File: src/rtl/alu_seq_server.sv
// alu_seq_server -- single-request ALU server with a valid/ready handshake on
// both the request and response sides.
//
// Only one operation is in flight at a time. Non-shift ops (and SLL with a
// zero shift amount) complete in one cycle. SLL by k>0 shifts one bit per
// cycle in EXEC unless ALU_SEQ_FAST_SHIFT_EN is defined, in which case a
// barrel shifter makes every op single-cycle and EXEC is never entered.
//
// Build macro: ALU_SEQ_FAST_SHIFT_EN (undefined by default -> iterative SLL).
//
// Ports:
//   clk, reset            clock, synchronous active-high reset
//   req_valid/req_ready   request handshake; A, B, S, carry_in captured on it
//   A, B                  operands (B[log2(WIDTH)-1:0] is the SLL amount)
//   S                     op select: ADD SUB AND OR XOR NOR SLT SLL
//   carry_in              carry input for ADD
//   rsp_valid/rsp_ready   response handshake
//   result, carry_out, zero  registered response fields, held while in DONE
module alu_seq_server #(
  parameter int WIDTH = 32
) (
  input  logic             clk,
  input  logic             reset,
  input  logic             req_valid,
  output logic             req_ready,
  input  logic [WIDTH-1:0] A,
  input  logic [WIDTH-1:0] B,
  input  logic [2:0]       S,
  input  logic             carry_in,
  output logic             rsp_valid,
  input  logic             rsp_ready,
  output logic [WIDTH-1:0] result,
  output logic             carry_out,
  output logic             zero
);
  localparam int SW = $clog2(WIDTH);

  localparam logic [2:0] OP_ADD = 3'b000;
  localparam logic [2:0] OP_SUB = 3'b001;
  localparam logic [2:0] OP_AND = 3'b010;
  localparam logic [2:0] OP_OR  = 3'b011;
  localparam logic [2:0] OP_XOR = 3'b100;
  localparam logic [2:0] OP_NOR = 3'b101;
  localparam logic [2:0] OP_SLT = 3'b110;
  localparam logic [2:0] OP_SLL = 3'b111;

  typedef enum logic [1:0] {
    IDLE = 2'd0,
    EXEC = 2'd1,
    DONE = 2'd2
  } state_e;

  state_e           state_q, state_d;
  logic [WIDTH-1:0] result_q, result_d;
  logic             carry_q, carry_d;
  logic             zero_q, zero_d;
  logic [SW-1:0]    cnt_q, cnt_d;

  logic [SW-1:0]    shamt;
  logic [WIDTH-1:0] addend;
  logic             cin_eff;
  logic [WIDTH:0]   sum;
  logic [WIDTH-1:0] alu_res;
  logic             alu_c;

  // Single adder serves ADD and SUB (SUB = A + ~B + 1); SLT uses a signed
  // compare so it does not depend on adder overflow interpretation.
  always_comb begin
    shamt   = B[SW-1:0];
    addend  = (S == OP_SUB) ? ~B : B;
    cin_eff = (S == OP_SUB) ? 1'b1 : carry_in;
    sum     = {1'b0, A} + {1'b0, addend} + {{WIDTH{1'b0}}, cin_eff};
    alu_res = '0;
    alu_c   = 1'b0;
    case (S)
      OP_ADD, OP_SUB: begin
        alu_res = sum[WIDTH-1:0];
        alu_c   = sum[WIDTH];
      end
      OP_AND: alu_res = A & B;
      OP_OR:  alu_res = A | B;
      OP_XOR: alu_res = A ^ B;
      OP_NOR: alu_res = ~(A | B);
      OP_SLT: alu_res = ($signed(A) < $signed(B)) ? WIDTH'(1) : '0;
`ifdef ALU_SEQ_FAST_SHIFT_EN
      OP_SLL: alu_res = A << shamt;
`else
      // Only the shamt==0 case finishes here; k>0 goes through EXEC.
      OP_SLL: alu_res = A;
`endif
      default: alu_res = '0;
    endcase
  end

  always_comb begin
    state_d  = state_q;
    result_d = result_q;
    carry_d  = carry_q;
    zero_d   = zero_q;
    cnt_d    = cnt_q;
    case (state_q)
      IDLE: begin
        if (req_valid) begin
`ifndef ALU_SEQ_FAST_SHIFT_EN
          if (S == OP_SLL && shamt != '0) begin
            // First shift happens on the accept edge, so k shifts plus the
            // EXEC->DONE edge land rsp_valid k+1 edges after the request.
            state_d  = EXEC;
            result_d = A << 1;
            cnt_d    = shamt - SW'(1);
            carry_d  = 1'b0;
            zero_d   = 1'b0;
          end else
`endif
          begin
            state_d  = DONE;
            result_d = alu_res;
            carry_d  = alu_c;
            zero_d   = (alu_res == '0);
          end
        end
      end
      EXEC: begin
        if (cnt_q == '0) begin
          state_d = DONE;
          zero_d  = (result_q == '0);
        end else begin
          result_d = result_q << 1;
          cnt_d    = cnt_q - SW'(1);
        end
      end
      DONE: begin
        if (rsp_ready) state_d = IDLE;
      end
      default: state_d = IDLE;
    endcase
  end

  always_ff @(posedge clk) begin
    if (reset) begin
      state_q  <= IDLE;
      result_q <= '0;
      carry_q  <= 1'b0;
      zero_q   <= 1'b0;
      cnt_q    <= '0;
    end else begin
      state_q  <= state_d;
      result_q <= result_d;
      carry_q  <= carry_d;
      zero_q   <= zero_d;
      cnt_q    <= cnt_d;
    end
  end

  // reset gates req_ready combinationally so no request is taken in a reset cycle
  assign req_ready = (state_q == IDLE) && !reset;
  assign rsp_valid = (state_q == DONE);
  assign result    = result_q;
  assign carry_out = carry_q;
  assign zero      = zero_q;

endmodule

File: config.mk
export PLATFORM = sky130hd
export DESIGN_NAME = alu_seq_server
export DESIGN_NICKNAME = d
export VERILOG_FILES = /design/src/rtl/alu_seq_server.sv
export SDC_FILE = /design/constraint.sdc
export NUM_CORES = 1
export LEC_CHECK = 0
export CORE_AREA = 2 2 230 142
export CTS_CLUSTER_DIAMETER = 50
export DETAILED_ROUTE_END_ITERATION = 10
export DIE_AREA = 0 0 232 144
export PLACE_DENSITY = 0.46
export REMOVE_ABC_BUFFERS = 1
export SLEW_MARGIN = 20
export SYNTH_ARGS = -nofsm -noshare
export SYNTH_HDL_FRONTEND = slang
export SYNTH_SLANG_ARGS = --single-unit
File: constraint.sdc
create_clock -name clk -period 6.2 [get_ports clk]
set_input_delay 0.62 -clock clk [delete_from_list [all_inputs] [get_ports clk]]
set_output_delay 0.62 -clock clk [all_outputs]
set_load 0.01 [all_outputs]
==> run_results.csv <==
group,metric,value,unit
detailed_routing,drtAntennaViolNets,0,
final_layout,drive_gt1_share,5.626,%
floorplanning,die_area,33410,µm²
synthesis,ys_top_cells_by_area,"ha_1, dfxtp_1, a21oi_1, nor2_1, nand2_1",
synthesis,ys_seq_area_share,10.22,%
sta,fin_tns_setup,0,ps
final_layout,multi_input_area,6609,µm²
clock_tree,clk_path_buf_depth,2,
final_layout,syn_to_final_growth,20.30,%
sta,final_max_slew_viol_count,0,
synthesis,avgSynthCellArea,7.101,µm²
grt,grt_remaining_overflow,0,
setup_path,critical_path.max_fanout,7,
sta,final-setup-viol-count,0,
sta,period_needed,5229,ps
setup_path,crit_start,"S[2]",
sta,relSlewSlack,34.06,%
floorplanning,num_rows,51,
power,p_total,1.447,mW
grt,met1_usage,29.32,%
floorplanning,initial_utilization,25.43,%
detailed_routing,wl_per_cell,20.10,µm
setup_path,endpoint_kind,"flop",
synthesis,netlist_area,8031,µm²
power,internal_power,0.8085,mW
grt,gr-max-usage-layer,"met1",
clock_tree,cts_setup_buffers,0,
clock_tree,path_clk_slew,60,ps
detailed_routing,drtIter0Drc,752,
power,p_seq_share,21.9,%
sta,rsz0062_at_grt,"false",
setup_path,path_class,"primary input to flop",
setup_path,ff2ff_setup_slack,2760,ps
final_layout,final.fill_count,3449,
setup_path,cp.required,6400,ps
floorplanning,die_w,232,µm
detailed_routing,drc,0,
clock_tree,clock_tree.htree_level_count,2,
synthesis,synth_cell_types,76,
hold_path,hold_path.class,"flop to flop",
clock_tree,holdBufCountCts,0,
power,powerDensity,149.8,nW/µm²
synthesis,synth_top_area_share,19.94,%
setup_path,critPathLaunchType,"primary input",
detailed_routing,wirelength,32460,µm
synthesis,synth_warnings,0,
sta,fmax,191.2,MHz
floorplanning,io-pin-count,108,
hold_path,holdPathStages,2,
flow_run,maxCapViolations,0,
sta,hold_violations,0,
synthesis,synth-main-ff-cell,"dfxtp_1",
clock_tree,clock_sinks,41,
grt,antenna_found_initial,0,
sta,clock-skew-final,6.059,ps
grt,gr-usage-met2,27.42,%
final_layout,fin_cells,1615,
detailed_routing,dr.pass1.iters,5,
sta,finalCritPeriodShare,84.35,%
synthesis,async_reset_ff_share,0,%
detailed_routing,vias_per_cell,5.341,
clock_tree,worstSkewPairLatency,290,ps
floorplanning,core,31590,µm²
placed_design,gp_congestion,0.9740,
clock_tree,clockRootBuffer,"clkbuf_16",
grt,grt_pass1_vias,7974,
grt,grt_max_degree,58,
placed_design,dp_cells,1608,
grt,grt_pass1_wl,49180,µm
power,pwr-share-clk,20.8,%
synthesis,synth_top_area_cell,"ha_1",
synthesis,synth.ff_latch_count,41,
sta,worst_pin_slew,980.1,ps
hold_path,worstHoldStart,"carry_out",
detailed_routing,dr_total_vias,8625,
floorplanning,die_h,144,µm
setup_path,arrival,5430,ps
placed_design,io_buffers,107,
power,p_leak,3.937,nW
final_layout,regArea,820.8,µm²
power,ir_worst_vdd,119.0,µV
setup_path,reg2regPathDepth,11,
run_status,status,"completed",
final_layout,nets,1393,
synthesis,synth_cells,1131,
clock_tree,cts_tree,"built",
power,p_comb_share,57.3,%
setup_path,reg2reg_from,"state_q[1]",
grt,track_usage,19.13,%
final_layout,num_antenna_cells,0,
grt,use_met3,3.549,%
clock_tree,ctsResizeCount,0,
power,switching_share,44.13,%
clock_tree,cts_made_buffers,5,
power,p_sw,0.6386,mW
placed_design,hpwl,25700,µm
synthesis,synth_edf_count,0,
## flip-flops by register name (all words and copies together) (netlist names)
signal / flops
cnt_q: 5
zero: 1
carry_out: 1
state_q: 2
result: 32
## worst max-delay path, cell delays in order
cell	delay [ps]
clkdlybuf4s50_1	510
nor2_2	60
and2_2	220
xnor2_1	140
fa_1	440
fa_1	430
nand2b_1	190
a211o_1	390
a22o_1	310
o21ai_0	610
and4_1	290
o31ai_1	140
nor3b_1	240
o211ai_1	130
nor4bb_1	320
nand4b_1	170
a311oi_2	220
## stage by stage
| stage | hold WS [ps] | setup slack, ps | util [%] | cell area (µm²) |
|---|---|---|---|---|
| floorplan | 470.0 | 311.7 | - | 7729 |
| global placement | 467.3 | 820.2 | 30.08 | 9502 |
| detailed placement | 470.6 | 748.9 | 30.08 | 9502 |
| CTS | 482.6 | 1026 | 30.59 | 9662 |
| global route | 505.7 | 650.4 | 30.59 | 9662 |
| finish | 476.4 | 970.5 | 30.59 | 9662 |
## power by group through the flow
stage               registers (mW)  logic (mW)  clock network, mW
finish                       0.318       0.829              0.300
global placement             0.323       0.817                  0
detailed placement           0.323       0.813                  0
CTS                          0.318       0.818              0.307
global route                 0.321       0.908              0.314
floorplan                    0.320       0.486                  0
## layer usage
layer / wire [µm] / share of wire, %
met1: 16760 / 52
met2: 12770 / 39
met3: 2417 / 7.4
met4: 517 / 1.6
met5: 0 / 0
## logic make-up after synthesis
family / count (synthesis) / share of synthesized area (%)
xor gates and xnor gates: 46 / 5.016
buffers and inverters: 162 / 7.883
muxes: 45 / 5.904
and+or+nand+nor: 332 / 19.65
adders and majority gates: 130 / 20.44
AOI/OAI and AO/OA: 375 / 30.89
DFF: 41 / 10.22
## area by class of cell
type / instances / area share (%)
multi-input combinational: 928 / 68.40
timing repair buffer: 127 / 12.54
sequential: 41 / 8.495
tap: 424 / 5.491
inverter: 88 / 3.419
clock buffer: 5 / 1.295
clock inverter: 2 / 0.3626
## worst paths after layout
kind                to
max               zero
min          carry_out
max reg2reg       zero
min reg2reg  carry_out
## cell usage in the layout, fill, tap and decap left out, types with 5 or more instances in the layout
cell type | Yosys | routed
ha_1 | 128 | 128
a21oi_1 | 118 | 118
nor2_1 | 108 | 107
clkdlybuf4s50_1 | 0 | 105
nand2_1 | 91 | 91
inv_1 | 87 | 87
o21ai_0 | 62 | 61
dfxtp_1 | 41 | 41
xnor2_1 | 39 | 39
mux2i_1 | 26 | 26
o211ai_1 | 26 | 26
nand3_1 | 23 | 23
a211oi_1 | 23 | 23
buf_4 | 0 | 20
mux2_2 | 19 | 19
nand2b_1 | 17 | 16
nor4_1 | 15 | 15
a22oi_1 | 15 | 15
nor3_1 | 14 | 14
a21o_1 | 13 | 13
nor2b_1 | 13 | 12
a221oi_1 | 10 | 10
or4_1 | 8 | 8
nand4_1 | 8 | 8
o2111ai_1 | 8 | 8
o21a_1 | 8 | 8
a31oi_1 | 8 | 8
and3_1 | 7 | 7
o22ai_1 | 7 | 7
a32oi_1 | 7 | 7
a22o_1 | 7 | 7
xor2_1 | 7 | 7
and2_1 | 7 | 6
o21ai_1 | 4 | 5
a211o_1 | 5 | 5
clkbuf_16 | 0 | 5
## cell usage after synthesis (all sizes together) (8+ instances only)
cell,n
clkbuf,53
a21oi,122
mux2i,26
nand4,8
nor2b,13
o21ai,66
a31oi,8
ha,128
buf,21
a21o,13
a211oi,23
o21a,8
nand2b,17
nor3,14
o211ai,26
or4,8
nand2,91
a221oi,10
nand3,23
o2111ai,8
xnor2,39
a22oi,15
nor4,15
nor2,109
dfxtp,41
mux2,19
inv,88
No activity file was read; power rests on OpenSTA's default activity.
